--- src/rtl/invaders_pkg.sv ---
// Shared types and default constants for the invaders formation mover.
package invaders_pkg;

  typedef enum logic [1:0] {
    IDLE,
    MARCH,
    LANDED
  } state_t;

  typedef logic [10:0] coord_t;
  typedef logic [11:0] wide_t;
  typedef logic [7:0]  frame_t;

  localparam int unsigned DEF_INIT_X       = 32;
  localparam int unsigned DEF_INIT_Y       = 32;
  localparam int unsigned DEF_STEP_X       = 8;
  localparam int unsigned DEF_STEP_Y       = 16;
  localparam int unsigned DEF_FORM_W       = 256;
  localparam int unsigned DEF_FORM_H       = 128;
  localparam int unsigned DEF_RIGHT_LIMIT  = 640;
  localparam int unsigned DEF_BOTTOM_LIMIT = 448;
  localparam int unsigned DEF_PERIOD_INIT  = 16;
  localparam int unsigned DEF_PERIOD_MIN   = 2;

endpackage

--- src/rtl/invaders_mover_frame_divider.sv ---
// Frame pacing: counts frames while marching and emits stepTick every `period` frames.
module frame_divider
  import invaders_pkg::*;
#(
  parameter int unsigned PERIOD_INIT = DEF_PERIOD_INIT,
  parameter int unsigned PERIOD_MIN  = DEF_PERIOD_MIN
) (
  input  logic clk,
  input  logic reset,
  input  logic restart,
  input  logic active,
  input  logic startOfFrame,
  input  logic speedUp,
  output logic stepTick
);

  frame_t frame_cnt;
  frame_t period;
  logic   last_frame;

  // frame_cnt + 1 >= period, widened so period-1 never underflows
  always_comb begin
    last_frame = ({1'b0, frame_cnt} + 9'd1) >= {1'b0, period};
    stepTick   = active && startOfFrame && !restart && last_frame;
  end

  always_ff @(posedge clk or posedge reset) begin
    if (reset) begin
      frame_cnt <= '0;
      period    <= frame_t'(PERIOD_INIT);
    end else if (restart) begin
      frame_cnt <= '0;
      period    <= frame_t'(PERIOD_INIT);
    end else begin
      if (active && startOfFrame)
        frame_cnt <= last_frame ? '0 : frame_cnt + 8'd1;
      // Step test above uses the pre-decrement period when both arrive together.
      if (speedUp)
        period <= (period > frame_t'(PERIOD_MIN)) ? period - 8'd1 : frame_t'(PERIOD_MIN);
    end
  end

endmodule

--- src/rtl/invaders_mover.sv ---
// Space-invaders formation mover: marches the block left/right, descends at edges, lands at the bottom.
module invaders_mover
  import invaders_pkg::*;
#(
  parameter int unsigned INIT_X       = DEF_INIT_X,
  parameter int unsigned INIT_Y       = DEF_INIT_Y,
  parameter int unsigned STEP_X       = DEF_STEP_X,
  parameter int unsigned STEP_Y       = DEF_STEP_Y,
  parameter int unsigned FORM_W       = DEF_FORM_W,
  parameter int unsigned FORM_H       = DEF_FORM_H,
  parameter int unsigned RIGHT_LIMIT  = DEF_RIGHT_LIMIT,
  parameter int unsigned BOTTOM_LIMIT = DEF_BOTTOM_LIMIT,
  parameter int unsigned PERIOD_INIT  = DEF_PERIOD_INIT,
  parameter int unsigned PERIOD_MIN   = DEF_PERIOD_MIN
) (
  input  logic        clk,
  input  logic        reset,
  input  logic        startOfFrame,
  input  logic        enable,
  input  logic        restart,
  input  logic        speedUp,
  output logic [10:0] topLeftX,
  output logic [10:0] topLeftY,
  output logic        stepPulse,
  output logic        landed
);

  state_t state, state_next;
  logic   dirRight;
  logic   active;
  logic   step_tick;
  logic   right_ok, left_ok, descend, lands;
  wide_t  y_down;
  coord_t x_next, y_next;

  assign active = (state == MARCH) && enable;

  frame_divider #(
    .PERIOD_INIT(PERIOD_INIT),
    .PERIOD_MIN (PERIOD_MIN)
  ) u_divider (
    .clk         (clk),
    .reset       (reset),
    .restart     (restart),
    .active      (active),
    .startOfFrame(startOfFrame),
    .speedUp     (speedUp),
    .stepTick    (step_tick)
  );

  // Limit tests at 12 bits so no sum or difference wraps.
  always_comb begin
    right_ok = ({1'b0, topLeftX} + wide_t'(STEP_X) + wide_t'(FORM_W)) <= wide_t'(RIGHT_LIMIT);
    left_ok  = {1'b0, topLeftX} >= wide_t'(STEP_X);
    descend  = dirRight ? !right_ok : !left_ok;
    y_down   = {1'b0, topLeftY} + wide_t'(STEP_Y);
    lands    = (y_down + wide_t'(FORM_H)) >= wide_t'(BOTTOM_LIMIT);
    x_next   = dirRight ? topLeftX + coord_t'(STEP_X) : topLeftX - coord_t'(STEP_X);
    y_next   = topLeftY + coord_t'(STEP_Y);
  end

  always_ff @(posedge clk or posedge reset) begin
    if (reset)
      state <= IDLE;
    else
      state <= state_next;
  end

  always_comb begin
    state_next = state;
    if (restart)
      state_next = IDLE;
    else begin
      case (state)
        IDLE:    if (enable) state_next = MARCH;
        MARCH: begin
          if (!enable)
            state_next = IDLE;
          else if (step_tick && descend && lands)
            state_next = LANDED;
        end
        LANDED:  state_next = LANDED;
        default: state_next = IDLE;
      endcase
    end
  end

  always_comb begin
    landed = (state == LANDED);
  end

  always_ff @(posedge clk or posedge reset) begin
    if (reset) begin
      topLeftX  <= coord_t'(INIT_X);
      topLeftY  <= coord_t'(INIT_Y);
      dirRight  <= 1'b1;
      stepPulse <= 1'b0;
    end else if (restart) begin
      topLeftX  <= coord_t'(INIT_X);
      topLeftY  <= coord_t'(INIT_Y);
      dirRight  <= 1'b1;
      stepPulse <= 1'b0;
    end else begin
      stepPulse <= step_tick;
      if (step_tick) begin
        if (descend) begin
          topLeftY <= y_next;
          dirRight <= !dirRight;
        end else begin
          topLeftX <= x_next;
        end
      end
    end
  end

endmodule
--- config.mk ---
export PLATFORM = sky130hd
export DESIGN_NAME = invaders_mover
export DESIGN_NICKNAME = d
export VERILOG_FILES = /design/src/rtl/invaders_pkg.sv /design/src/rtl/invaders_mover_frame_divider.sv /design/src/rtl/invaders_mover.sv
export SDC_FILE = /design/constraint.sdc
export NUM_CORES = 1
export LEC_CHECK = 0
export CAP_MARGIN = 20
export CORE_UTILIZATION = 47
export DETAILED_ROUTE_END_ITERATION = 6
export PLACE_DENSITY_LB_ADDON = 0.25
export SLEW_MARGIN = 20
export SYNTH_ARGS = -nofsm -noshare
export SYNTH_HDL_FRONTEND = slang
export SYNTH_SLANG_ARGS = --single-unit
--- constraint.sdc ---
create_clock -name clk -period 6.3 [get_ports clk]
set_input_delay 1.26 -clock clk [delete_from_list [all_inputs] [get_ports clk]]
set_output_delay 1.26 -clock clk [all_outputs]
set_load 0.05 [all_outputs]
# == Yosys cells after proc, flatten, opt, wreduce, memory -nomap -nowiden ==
# Index checks and enable logic that the tools add are counted.
# word_totals
ff_bits,42
input_bits,6
out_inout_bits,24
wordCells,68
# classes
n_addsub,10
order_cmp,5
n_eq_ne,5
n_mux,23
reduce_logical,18
# op_table
operator,n
$mux W11,7
$mux W8,6
$add A11 B4 Y12 const B,1
$add A11 B5 Y12 const B,1
$add A12 B8 Y12 const B,1
$add A12 B9 Y12 const B,1
$ge A12 B9 Y1 const B,1
$le A12 B10 Y1 const B,1
$add A11 B4 Y11 const B,1
$add A11 B5 Y11 const B,1
$ge A11 B4 Y1 const B,1
$sub A11 B4 Y11 const B,1
$add A8 B1 Y9 const B,1
$ge A9 B8 Y1,1
$add A8 B1 Y8 const B,1
$gt A8 B2 Y1 const B,1
$mux W2,4
$reduce_bool A2 Y1,4
$sub A8 B1 Y8 const B,1
$logic_and A1 B1 Y1,6
$pmux W2 S3,1
$reduce_and A2 Y1,3
$mux W1,5
$logic_not A1 Y1,4
6 further kinds,6

# == Logic depth before layout (Yosys ltp) ==
# depth
ltp_word,11
depth_mapped,12
depth_no_buf,12

# == Hierarchy ==
# Synthesis repeated with hierarchy kept, for this count alone.
# unflattened
cells_unflattened,301
hier_area_um2,2695.1
# modules_own_cells
mod,instances,cells_each,area_per_inst_um2,seq_area_each_um2
invaders_mover,1,179,1559.0,479.2
frame_divider,1,122,1136.1,401.6

# == Worst setup path after synthesis ==
# Ideal clock, no wire load.
# synth_path
path_type,reg-to-reg
startpoint,register u_divider.frame_cnt[0]
endpoint,register topLeftY[7]
setup_time_ps,125
arrival_time_ps,2657
t_required_ps,6175
path_slack_ps,3518
stages_incl_launch_ff,13
path_buffers,0
period_less_slack_ps,2782
cell_sequence,dfrtp_1 ha_1 nand3_1 nor2_1 xor2_1 ha_1 a21oi_1 o21ai_0 a221o_1 nand2_1 clkinv_1 nand3_1 mux2_4
# synth_between
elab_chain_len,5
# synth_lines
element,line_no,rtl
start: declaration,invaders_mover_frame_divider.sv:17,frame_t frame_cnt;
start signal: assignment,invaders_mover_frame_divider.sv:36,frame_cnt <= last_frame ? '0 : frame_cnt + 8'd1;
$add A8 B1 Y9,invaders_mover_frame_divider.sv:23,"last_frame = ({1'b0, frame_cnt} + 9'd1) >= {1'b0, period};"
$ge A9 B8 Y1,invaders_mover_frame_divider.sv:23,
$logic_and A1 B1 Y1,invaders_mover_frame_divider.sv:24,stepTick = active && startOfFrame && !restart && last_frame;
$reduce_bool A2 Y1 (no source line),-,
$reduce_and A2 Y1 (no source line),-,
end signal: assignment,invaders_mover.sv:95,topLeftY <= coord_t'(INIT_Y);
end signal: assignment,invaders_mover.sv:100,topLeftY <= coord_t'(INIT_Y);
end signal: assignment,invaders_mover.sv:107,topLeftY <= y_next;
end: declaration,invaders_mover.sv:23,"output logic [10:0] topLeftY,"
# No other way between the ends.
# A chain may end at the register's enable or synchronous reset.

# == Worst setup path after layout ==
# layout_path
startpoint,input restart
endpoint,register topLeftY[7]
# layout_between
elab_chain_len,5
elab_cells_between_ends,7
cone_classes,mux: 1; reduce/logical: 6
# layout_lines
element,line_no,rtl
start: declaration,invaders_mover.sv:20,"input logic restart,"
$logic_not A1 Y1,invaders_mover_frame_divider.sv:24,
$logic_and A1 B1 Y1 (2 in a row),invaders_mover_frame_divider.sv:24,
$reduce_bool A2 Y1 (no source line),-,
$reduce_and A2 Y1 (no source line),-,
# Parallel ways exist; a longest one is shown, timed or not.

==> impl_metrics.ini <==
[synthesis]
syn-instance-count = 273
syn_avg_cell_area_um2 = 9.01
yosys.area.top_type = dfrtp_1
synth_top_cells_by_count = 31 x dfrtp_1, 30 x nor2_1, 20 x a21oi_1, 18 x inv_1, 15 x ha_1
ys_warn_count = 0
synth_ff_type = dfrtp_1
netlist.area_leader.share = 0.315
synth_enable_flop_cells = 0
synth_area_um2 = 2460
async_flop_share = 1.00
ys_ff_latch = 35
synth.area.top_cells = dfrtp_1 32%, ha_1 7.6%, nor2_1 4.6%
yosysSeqAreaShare = 0.358
ys_types = 55
synth_most_common_cell = dfrtp_1

[final_layout]
area_growth_pct = 12.1
final_cells = 359
layout.nets = 312
diodes = 0
fin_area_um2 = 2760
final_util = 0.565
fillers = 468
layout-drive-gt1-share = 0.0788

[cts]
cts-root-to-sink-buffers = 2
cts_tree = done
cts.repair.resized = 0
path_clk_slew_ps = 70
tritoncts.num_buffers = 5
htree_levels = 2
clock_sinks = 35
root_buffer = clkbuf_8
clock_latency_ps = 290
cts_hold_buf = 0
cts_setup_buffers = 0

[status]
status = completed

[sta]
hold_ws_ps = 546
hold_viol = 0
finalSetupTns_ps = 0
grt_setup_unrepaired = false
worst_slew_pin_slew_ps = 881
worst_slack_ps = 2750
slew_viol_final = 0
fmax_ghz = 0.281
relSlewSlack = 0.411
fin_crit_sh = 0.564
fin_crit_ps = 3550
setup_viol = 0
skew_ps = 11.5

[global_routing]
antenna_found_initial = 0
gr-total-overflow = 0
grt_usage = 0.197
grt_start_max_net_pins = 36
grt_pass1_vias = 1868
grt_pass1_wl_um = 8460

[power_and_ir_drop]
finalPower_uw = 498
clkPwrFrac = 0.322
p_per_area_nw_per_um2 = 181
vdd_drop_max_mv = 0.129
intPower_uw = 348
switching_share = 0.301
p_seq_frac = 0.497
switchingPower_uw = 150
comb_power_share = 0.182
leakagePower_nw = 1.18

[die]
fp.dieH_um = 74.3
initial_core_util = 0.504
dieArea_um2 = 5530
pin_count = 30
dieWidth_um = 74.3
coreArea_um2 = 4880
rows = 25

[worst_setup_path]
crit_required_ps = 6470
critPathArrivalTime_ps = 3730
r2r.worst_path.cells = 12
crit_type = input pin to flip-flop
startpoint_type = input pin
ff2ff_setup_slack_ps = 2810
cp-end-kind = flip-flop
crit_fanout = 25

[placed_design]
dpl_cell_area_um2 = 2670
place.detailed.hpwl_um = 3530
dp.cells = 351
routabilityCongestion = 0.788
port_buffers = 22
pre_cts_ws_ps = 2460

[drt]
wl_met1_um = 2460
vias = 2009
viasPerCell = 5.60
drc = 0
dr.pass1.iters = 4
antenna_left = 0
routed_wl_um = 5020
drtIter0Drc = 134
wl_per_cell_um = 14.0
top_layer_used = met4
dr_wl_met3_um = 114
routed-wl-met2_um = 2400

[worst_hold_path]
hold_depth = 1
hold_path_class = flip-flop to flip-flop

[flow_run]
maxCapViolCount = 0
power by group through the flow:
stage                     combinational, mW  clock [mW]  sequential, mW
after CTS                            0.0917       0.164           0.247
after detailed placement             0.0906           0           0.252
after global placement               0.0887           0           0.251
after floorplan                      0.0750           0           0.250
final                                0.0906       0.160           0.248
after global routing                  0.104       0.175           0.249
path summary, 6_finish.rpt:
path,from,endpoint
min in group asynchronous,reset,u_divider.frame_cnt[1]$_DFFE_PP0P_
hold reg to reg,u_divider.period[0]$_DFFE_PP0P_,u_divider.period[0]$_DFFE_PP0P_
setup / recovery,restart,topLeftY[7]$_DFFE_PP0P_
hold / removal,u_divider.period[0]$_DFFE_PP0P_,u_divider.period[0]$_DFFE_PP0P_
max in group asynchronous,reset,topLeftX[5]$_DFFE_PP1P_
setup reg to reg,u_divider.frame_cnt[0]$_DFFE_PP0P_,topLeftY[7]$_DFFE_PP0P_
cells by family after synthesis:
group / count (synthesis) / synth area share
adders and majority gates: 15 / 0.0763
DFF: 35 / 0.358
buffers and inverters: 39 / 0.0829
other: 1 / 0.00152
muxes: 5 / 0.0264
AOI/OAI and AO/OA: 67 / 0.202
xor gates and xnor gates: 13 / 0.0463
and+or+nand+nor: 98 / 0.207
final cells by class:
type	instances	area, um^2	share of cell area
clock inverters	2	12.5	0.00454
multi-input cells	205	1400	0.507
repair buffers	24	235	0.0853
well taps	67	83.8	0.0304
inverters	20	75.1	0.0272
flip-flops and latches	35	881	0.319
clock buffers	6	72.6	0.0263
state kept, by name, summed over array words and instances, names as in the netlist:
signal,cells
topLeftX,8
u_divider.frame_cnt,8
u_divider.period,8
topLeftY,7
state,2
dirRight,1
stepPulse,1
worst max-delay path, stage by stage:
cell,delay (ps)
clkdlybuf4s50_1,1040
nor2_1,110
nand2_1,390
clkinv_1,390
nand3_1,210
mux2_4,300
layout by cell type (no fill, tap or decap), drive strengths merged, types with 2 or more instances in the layout:
master	n
a2111oi	2
a211oi	2
a21oi	20
a22o	6
a311oi	2
a31oi	4
and3	7
buf	2
clkbuf	6
clkdlybuf4s50	22
clkinv	2
conb	7
dfrtp	31
dfstp	4
ha	15
inv	19
mux2	3
mux2i	2
nand2	13
nand2b	2
nand3	10
nand4	6
nor2	30
nor2b	4
nor3	7
nor4	3
o2111a	2
o211ai	3
o21ai	11
o31ai	6
or3	9
or4	3
xnor2	8
xor2	5
per-layer routing:
| layer | track usage | vias up |
|---|---|---|
| li1 | - | 1009 |
| met1 | 0.263 | 966 |
| met2 | 0.329 | 29 |
| met3 | 0.0393 | 5 |
| met4 | 0.0524 | 0 |
| met5 | 0 | - |
Note: power is estimated with default switching activity, not from simulation.
